## src/rtl/cic_decimator.sv

```systemverilog
// Third-order CIC decimator: 1-bit PDM bitstream at clk rate in, W-bit signed PCM out once per dec_clk rising edge.
// Registers wrap modulo 2^W on purpose; Hogenauer arithmetic keeps the comb output exact.
module cic_decimator #(
  parameter int N_STAGES = 3,
  parameter int W        = 24,
  parameter int R_NOM    = 64
) (
  input  logic                clk,
  input  logic                rst,
  input  logic                dec_clk,
  input  logic                in,
  output logic signed [W-1:0] out
);

  localparam int GAIN_BITS = N_STAGES * $clog2(R_NOM);

  if (GAIN_BITS >= W) begin : g_gain_check
    $error("cic_decimator: W is too narrow for the filter gain");
  end

  logic [W-1:0] x_s;
  logic [W-1:0] integ_r   [N_STAGES];
  logic [W-1:0] comb_in_s [N_STAGES];
  logic [W-1:0] delay_r   [N_STAGES];
  logic [W-1:0] comb_r    [N_STAGES];
  logic [2:0]   dec_sync_r;
  logic         strobe_s;

  // Map the bitstream sample to +1 / -1
  always_comb begin
    if (in) begin
      x_s = {{(W-1){1'b0}}, 1'b1};
    end else begin
      x_s = {W{1'b1}};
    end
  end

  // Two synchronizer flops plus one edge-detect flop for dec_clk
  always_ff @(posedge clk or posedge rst) begin
    if (rst) begin
      dec_sync_r <= 3'b000;
    end else begin
      dec_sync_r <= {dec_sync_r[1:0], dec_clk};
    end
  end

  assign strobe_s = dec_sync_r[1] & ~dec_sync_r[2];

  // Integrator chain, every stage updated from pre-edge values
  always_ff @(posedge clk or posedge rst) begin
    if (rst) begin
      for (int i = 0; i < N_STAGES; i++) begin
        integ_r[i] <= {W{1'b0}};
      end
    end else begin
      integ_r[0] <= integ_r[0] + x_s;
      for (int i = 1; i < N_STAGES; i++) begin
        integ_r[i] <= integ_r[i] + integ_r[i-1];
      end
    end
  end

  // Comb stage k is fed by the last integrator (k = 0) or by the previous comb
  always_comb begin
    comb_in_s[0] = integ_r[N_STAGES-1];
    for (int i = 1; i < N_STAGES; i++) begin
      comb_in_s[i] = comb_r[i-1];
    end
  end

  // Comb chain and output register, advanced only on a decimation strobe
  always_ff @(posedge clk or posedge rst) begin
    if (rst) begin
      for (int i = 0; i < N_STAGES; i++) begin
        delay_r[i] <= {W{1'b0}};
        comb_r[i]  <= {W{1'b0}};
      end
      out <= {W{1'b0}};
    end else if (strobe_s) begin
      for (int i = 0; i < N_STAGES; i++) begin
        delay_r[i] <= comb_in_s[i];
        comb_r[i]  <= comb_in_s[i] - delay_r[i];
      end
      out <= $signed(comb_r[N_STAGES-1]);
    end
  end

endmodule

```

## config.mk

```make
export PLATFORM = sky130hd
export DESIGN_NAME = cic_decimator
export DESIGN_NICKNAME = d
export VERILOG_FILES = /design/src/rtl/cic_decimator.sv
export SDC_FILE = /design/constraint.sdc
export NUM_CORES = 1
export LEC_CHECK = 0
export CORE_MARGIN = 8
export CORE_UTILIZATION = 51
export DETAILED_ROUTE_END_ITERATION = 8
export PLACE_DENSITY = 0.72
export SYNTH_ARGS = -nofsm -noshare
export SYNTH_HDL_FRONTEND = slang
export SYNTH_SLANG_ARGS = --single-unit
```

## constraint.sdc

```tcl
create_clock -name clk -period 10.9 [get_ports clk]
set_input_delay 2.18 -clock clk [delete_from_list [all_inputs] [get_ports clk]]
set_output_delay 2.18 -clock clk [all_outputs]
set_load 0.05 [all_outputs]
```

==> results_dict.tcl, run 1 <==
set metrics [dict create \
    grt_pass1_vias 10890 \
    wl_met3_um 991 \
    area_delta_synth_final_pct 10.11 \
    hold_path_class "flop to flop" \
    cts_root_buffer "clkbuf_16" \
    grt_pass1_wl_um 48990 \
    async_flop_share 1.000 \
    synth_cell_type_count 61 \
    timing.setup.tns_ns 0 \
    crit_path_end_kind "flop" \
    dp_hpwl_um 20190 \
    synthXorXnorAreaFrac 0.07456 \
    maxCapViolations 0 \
    numPortBuffers 27 \
    synthCells 1679 \
    fin_skew_ns 0.01415 \
    cts_tree "done" \
    start_util 0.5183 \
    synth-edff-count 0 \
    setup_viol 0 \
    rows 62 \
    ys_warn_count 0 \
    antenna_found_initial 0 \
    syn_avg_cell_area_um2 8.885 \
    arrival_ns 5.37 \
    ys_seq_elements 243 \
    ys_seq_area_frac 0.4076 \
    finalCritPeriodShare 0.4549 \
    fmax_ghz 0.2017 \
    routed_wl_um 27940 \
    clockBufferDepth 3 \
    drc 0 \
    avgRoutedWirePerCell_um 13.44 \
    cp.required_ns 11.31 \
    layout-drive-gt1-share 0.03894 \
    crit_path_start_kind "input port" \
    synth_compound_area_frac 0.2177 \
    cts_resized 0 \
    diodes 0 \
    die_h_um 187.0 \
    dieArea_um2 34980 \
    core_area_um2 28780 \
    netlist_area_um2 14920 \
    synthMuxAreaShare 0.002097 \
    outcome "finished clean" \
    grt_max_degree 120 \
    drt_first_pass_iters 5 \
    synthAdderAreaFrac 0.1230 \
    insertion_delay_ns 0.54 \
    final_nets 1825 \
    first_iter_violations 496 \
    tightest_slew_ns 1.028 \
    slew_headroom 0.3148 \
    drtAntennaViolNets 0 \
    rsz0062_at_grt "false" \
    die_x_um 187.0 \
    cts_sinks 243 \
    cts-htree-levels 1 \
    viasPerCell 5.449 \
    io_pins 28 \
    path_max_fanout 23 \
    holdBufCountCts 0 \
    synthSimpleGateAreaFrac 0.1340 \
    vias 11330 \
    highest_layer "met4" \
    met2_wirelength_um 13430 \
    cts_inserted_buffers 27 \
    place_congestion 0.8593 \
    setup.worst_path.class "input port to flop" \
    wl_met1_um 12720 \
    period_minus_slack_ns 4.958 \
    hold_viol 0 \
    clk_pin_slew_ns 0.06 \
    ys.flop_type "dfrtp_1" \
    synth_nets 1826 \
    cts_setup_buffers 0 \
    grt_use_total 0.1585 \
    overflow 0 \
    finalMaxSlewViolations 0 \
    synth_top_family_by_area "compound AO/OA/AOI/OAI gates" \
]
## stage by stage
step | instances | instance area, um2 | utilization | setup slack, ns | hold WS [ns]
after floorplan | 1679 | 14920 | - | 2.047 | 0.3312
after global placement | 2033 | 15500 | 0.5384 | 5.485 | 0.3346
after detailed placement | 2033 | 15500 | 0.5384 | 5.403 | 0.3347
after CTS | 2079 | 16430 | 0.5707 | 5.950 | 0.3465
after global routing | 2079 | 16430 | 0.5707 | 5.646 | 0.3557
final | 2079 | 16430 | 0.5707 | 5.942 | 0.3445
## state kept, by name (all words and copies together) (netlist names)
register	cells
comb_in_s	72
comb_r	24
dec_sync_r	3
delay_r	72
integ_r	48
out	24
## critical path: stages
cell	delay [ns]
clkdlybuf4s50_1	0.43
inv_1	0.64
ha_1	0.37
a211oi_1	0.30
o211ai_1	0.20
a221oi_2	0.37
o21ai_0	0.19
a21oi_1	0.35
a21boi_0	0.18
xnor2_1	0.14
## cells by family after synthesis
kind of cell | count (synthesis)
AO/OA/AOI/OAI | 532
XOR/XNOR | 127
AND/OR/NAND/NOR | 468
flip-flops | 243
adder cells (fa/ha/maj) | 143
multiplexers | 3
buffers and inverters | 163
## path summary, 6_finish.rpt
path                                from             to  slack (ns)  depth (start not counted)
max                                   in    integ_r[67]        5.94                         10
min                        dec_sync_r[0]  dec_sync_r[1]        0.34                          0
max reg2reg                  integ_r[48]    integ_r[46]        7.91                          9
min reg2reg                dec_sync_r[0]  dec_sync_r[1]        0.34                          0
max in group asynchronous            rst     comb_r[23]        6.59                          4
min in group asynchronous            rst    delay_r[48]        2.13                          2
## Yosys cell counts (46+ instances only)
cell type | count | area share
nand2_1 | 292 | 0.073
dfrtp_1 | 243 | 0.41
o21ai_0 | 206 | 0.069
ha_1 | 137 | 0.11
a21oi_1 | 124 | 0.042
inv_1 | 101 | 0.025
xnor2_1 | 74 | 0.043
nor2_1 | 71 | 0.018
clkbuf_1 | 59 | 0.015
xor2_1 | 53 | 0.031
a21o_1 | 46 | 0.023
## cells in the final DEF (no fill, tap or decap), types with 18 or more instances in the layout
cell type        instances
o21a_1                  18
nand4_1                 19
ha_1                   137
xor2_1                  53
nand3_1                 21
xnor2_1                 74
clkdlybuf4s50_1         27
a21o_1                  46
clkbuf_16               27
dfrtp_1                243
o21ai_0                206
inv_1                  100
a211oi_1                21
a21oi_1                124
nand2_1                292
nor2_1                  71
## layout make-up
cell class | instances | area [um2]
fillers | 2489 | 12350
multi-input cells | 1273 | 8240
well taps | 384 | 480.5
repair buffers | 32 | 307.8
inverters | 101 | 386.6
flip-flops and latches | 243 | 6081
clock buffers | 38 | 807.0
clock inverters | 8 | 122.6
## per-layer routing
metal | global-route usage | up-vias
li1 | - | 5911
met1 | 0.1942 | 5177
met2 | 0.2814 | 184
met3 | 0.02349 | 57
met4 | 0.05284 | 0
met5 | 0 | -
Power of run 1 is left out: the tool's default activity adds up to more than one toggle a clock period on the data nets, which glitch-free logic cannot reach.
==> run 2, diff against run 1 <==
- clock period: 10.9 -> 5.1 ns (I/O delays scaled with it)
==> results_dict.tcl, run 2 (synthesis gave the netlist of run 1 again) <==
set metrics [dict create \
    die_x_um 187.0 \
    fin_skew_ns 0.01369 \
    min-delay-start "dec_sync_r[0]" \
    cts_root_buffer "clkbuf_16" \
    diodes 0 \
    overflow 0 \
    crit_path_end_kind "flop" \
    grt_max_degree 148 \
    setup.worst_path.class "input port to flop" \
    io_pins 28 \
    area_delta_synth_final_pct 10.53 \
    clk_pin_slew_ns 0.06 \
    final_common_cell "nand2_1" \
    dieArea_um2 34980 \
    drtAntennaViolNets 0 \
    final_cell_mix "nand2_1 (292), dfrtp_1 (243), o21ai_0 (206)" \
    cts_sinks 243 \
    cp.required_ns 5.56 \
    multiInputGateArea_um2 8240 \
    insertion_delay_ns 0.54 \
    path_max_fanout 8 \
    cp-endpoint "integ_r[69]" \
    numPortBuffers 27 \
    hold_path_class "flop to flop" \
    crit_path_start_kind "input port" \
    core_area_um2 28780 \
    period_minus_slack_ns 3.364 \
    cts-htree-levels 1 \
    tightest_slew_ns 0.9455 \
    cts_setup_buffers 0 \
    routed_wl_um 28540 \
    die_h_um 187.0 \
    drt_first_pass_iters 5 \
    rows 62 \
    cts_tree "done" \
    final_nets 1830 \
    rrSetupSlack_ns 2.05 \
    crit_start "in" \
    start_util 0.5183 \
    clockBufferDepth 3 \
    dp_hpwl_um 21010 \
    whs_ns 0.3491 \
    setup_viol 0 \
    place_congestion 0.8611 \
    first_iter_violations 506 \
    outcome "finished clean" \
    fin_util 0.5729 \
    hold_viol 0 \
    finalCritPeriodShare 0.6596 \
    cts_resized 0 \
    rr_endpoint "comb_in_s[20]" \
    grt_use_total 0.1627 \
    vias 11510 \
    viasPerCell 5.509 \
    fmax_ghz 0.2973 \
    maxCapViolations 0 \
    drc 0 \
    slew_headroom 0.3615 \
    regArea_um2 6081 \
    cts_inserted_buffers 28 \
    rsz0062_at_grt "false" \
    arrival_ns 3.82 \
    grt_pass1_vias 11260 \
    n_fill_cell 2522 \
    reg2reg_from "comb_in_s[24]" \
    antenna_found_initial 0 \
    avgRoutedWirePerCell_um 13.66 \
    timing.setup.tns_ns 0 \
    holdBufCountCts 0 \
    grt_pass1_wl_um 50400 \
    layout-drive-gt1-share 0.04282 \
    finalMaxSlewViolations 0 \
    ff2ff_path_depth 10 \
]
## run 2: changes by cell type in the layout (fill, tap and decap cells not counted), sizes merged
cell | before | now
clkinv | 4 | 10
buf | 5 | 9
inv | 102 | 100
clkbuf | 38 | 39
clkinvlp | 0 | 1
## run 2: how the worst min path moves through the flow
stage | end | slack [ns] | depth (start not counted)
2_1_floorplan | dec_sync_r[1] | 0.33 | 0
3_3_place_gp | dec_sync_r[1] | 0.34 | 0
3_5_place_dp | dec_sync_r[1] | 0.34 | 0
4_1_cts | dec_sync_r[1] | 0.35 | 0
5_1_grt | dec_sync_r[1] | 0.37 | 0
6_report | dec_sync_r[1] | 0.35 | 0
## run 2: layout make-up
class / instances / share of cell area
tap: 384 / 0.02914
sequential: 243 / 0.3688
inverter: 101 / 0.02322
clock inverter: 13 / 0.008499
clock buffer: 39 / 0.04932
timing repair buffer: 36 / 0.02125
multi-input combinational: 1273 / 0.4998
## run 2: per-layer routing
layer | vias to the layer above | global-route usage | wire, um
li1 | 5925 | - | -
met1 | 5334 | 0.1979 | 12840
met2 | 185 | 0.2899 | 13810
met3 | 64 | 0.02666 | 1074
met4 | 0 | 0.05223 | 821
met5 | - | 0 | 0
## run 2: stage by stage
| step | setup slack, ns | cells | area, um2 |
|---|---|---|---|
| finish | 1.736 | 2089 | 16490 |
| global route | 1.467 | 2089 | 16490 |
| CTS | 1.739 | 2089 | 16490 |
| detailed placement | 1.166 | 2037 | 15530 |
| global placement | 1.213 | 2037 | 15530 |
| floorplan | 0.8902 | 1679 | 14920 |
## run 2: worst max-delay path: stages
cell	delay [ns]
clkdlybuf4s50_1	0.49
inv_1	0.19
ha_1	0.41
a21oi_1	0.26
o211ai_1	0.18
a221oi_2	0.38
o211ai_1	0.17
a31o_2	0.30
a221oi_2	0.26
xnor2_1	0.16
Power of run 2 is left out for the same reason.
==> run 3, diff against run 2 <==
- PLACE_DENSITY: 0.72 -> 0.75
- clock period: 5.1 -> 2.9 ns (I/O delays scaled with it)
==> results_dict.tcl, run 3 (synthesis gave the netlist of run 1 again) <==
set metrics [dict create \
    outcome "finished clean" \
    period_minus_slack_ns 2.724 \
    drt_first_pass_iters 8 \
    avgRoutedWirePerCell_um 13.57 \
    overflow 0 \
    slowest_delay_ns 0.43 \
    cts_tree "done" \
    drc 0 \
    hold_viol 0 \
    fin_util 0.5887 \
    arrival_ns 3.14 \
    core_area_um2 28780 \
    clockBufferDepth 3 \
    pre_cts_slack_ns -0.5902 \
    viasPerCell 5.438 \
    maxCapViolations 0 \
    area_delta_synth_final_pct 13.57 \
    fmax_ghz 0.3671 \
    cts-htree-levels 1 \
    cp.required_ns 3.31 \
    insertion_delay_ns 0.54 \
    finalCritPeriodShare 0.9393 \
    diodes 0 \
    setup.worst_path.class "flop to flop" \
    path_max_fanout 3 \
    min-delay-start "dec_sync_r[0]" \
    antenna_found_initial 0 \
    worst-path-buf-inv 0 \
    drtAntennaViolNets 0 \
    final_nets 1884 \
    cts_inserted_buffers 28 \
    finalMaxSlewViolations 0 \
    grt_use_total 0.1647 \
    first_iter_violations 530 \
    routed_wl_um 29040 \
    clk_pin_slew_ns 0.06 \
    fin_ws_ns 0.1761 \
    rsz0062_at_grt "false" \
    vias 11640 \
    hold_path_class "flop to flop" \
    rows 62 \
    reg2reg_from "integ_r[24]" \
    crit_path_start_kind "flop" \
    crit_start "integ_r[24]" \
    grt_pass1_vias 11500 \
    start_util 0.5183 \
    crit_chain "ha_1, fa_1, a211oi_1, o21ai_0, nand3_1, nand3_1, a311oi_2, o21ai_0, xor2_1" \
    layout-drive-gt1-share 0.07289 \
    crit_slowest_cell "fa_1" \
    dp_hpwl_um 21210 \
    tightest_slew_ns 0.6447 \
    setup_viol 0 \
    cts_sinks 243 \
    io_pins 28 \
    dieArea_um2 34980 \
    die_x_um 187.0 \
    critPathTopFamily "compound AO/OA/AOI/OAI gates" \
    slew_headroom 0.5702 \
    final_common_cell "nand2_1" \
    grt_pass1_wl_um 51060 \
    numPortBuffers 27 \
    holdBufCountCts 0 \
    whs_ns 0.3489 \
    die_h_um 187.0 \
    fin_skew_ns 0.008475 \
    n_fill_cell 2481 \
    final_cell_mix "nand2_1 (292), dfrtp_1 (243), o21ai_0 (205)" \
    grt_max_degree 166 \
    cts_root_buffer "clkbuf_16" \
    place_congestion 0.8916 \
    crit_path_end_kind "flop" \
]
run 3: cell types whose count changed in the layout (fill, tap and decap cells not counted), moves of 2 or more:
cell       change
clkinv_2       -4
clkbuf_1       +2
bufinv_16      -2
buf_4         +48
buf_12         +6
run 3: repair_timing:
item | 4_1_cts | 5_1_grt
buffers inserted | 1 | 1
pin swaps | 3 | 3
endpoints found under the setup margin | 2 | 9
gates cloned | 0 | 0
resized for setup | 2 | 6
run 3: area by class of cell:
type	instances	area [um2]	share of cell area
clock buffer	40	795.8	0.04697
clock inverter	9	85.08	0.005022
inverter	101	386.6	0.02282
multi-input combinational	1273	8280	0.4887
sequential	243	6081	0.3589
tap	384	480.5	0.02836
timing repair buffer	90	833.3	0.04918
run 3: metrics by stage:
stage,std cells,setup TNS [ns],cell area (um2)
final,2140,0,16940
after global routing,2140,0,16940
after CTS,2139,0,16900
after detailed placement,2089,-5.421,16000
after global placement,2089,-4.542,16000
after floorplan,1679,-211.36,14930
run 3: final timing paths:
kind	depth (start not counted)	slack [ns]	to
worst max-delay path	9	0.18	integ_r[46]
worst min-delay path	0	0.35	dec_sync_r[1]
worst max register to register	9	0.18	integ_r[46]
worst min register to register	0	0.35	dec_sync_r[1]
max in group asynchronous	3	1.78	integ_r[60]
min in group asynchronous	2	0.45	dec_sync_r[0]
run 3: routing by layer:
metal / routed length [um] / GRT usage
met5: 0 / 0
met4: 772 / 0.05070
met3: 984 / 0.02442
met2: 14430 / 0.3000
met1: 12850 / 0.1973
Power of run 3 is left out for the same reason.
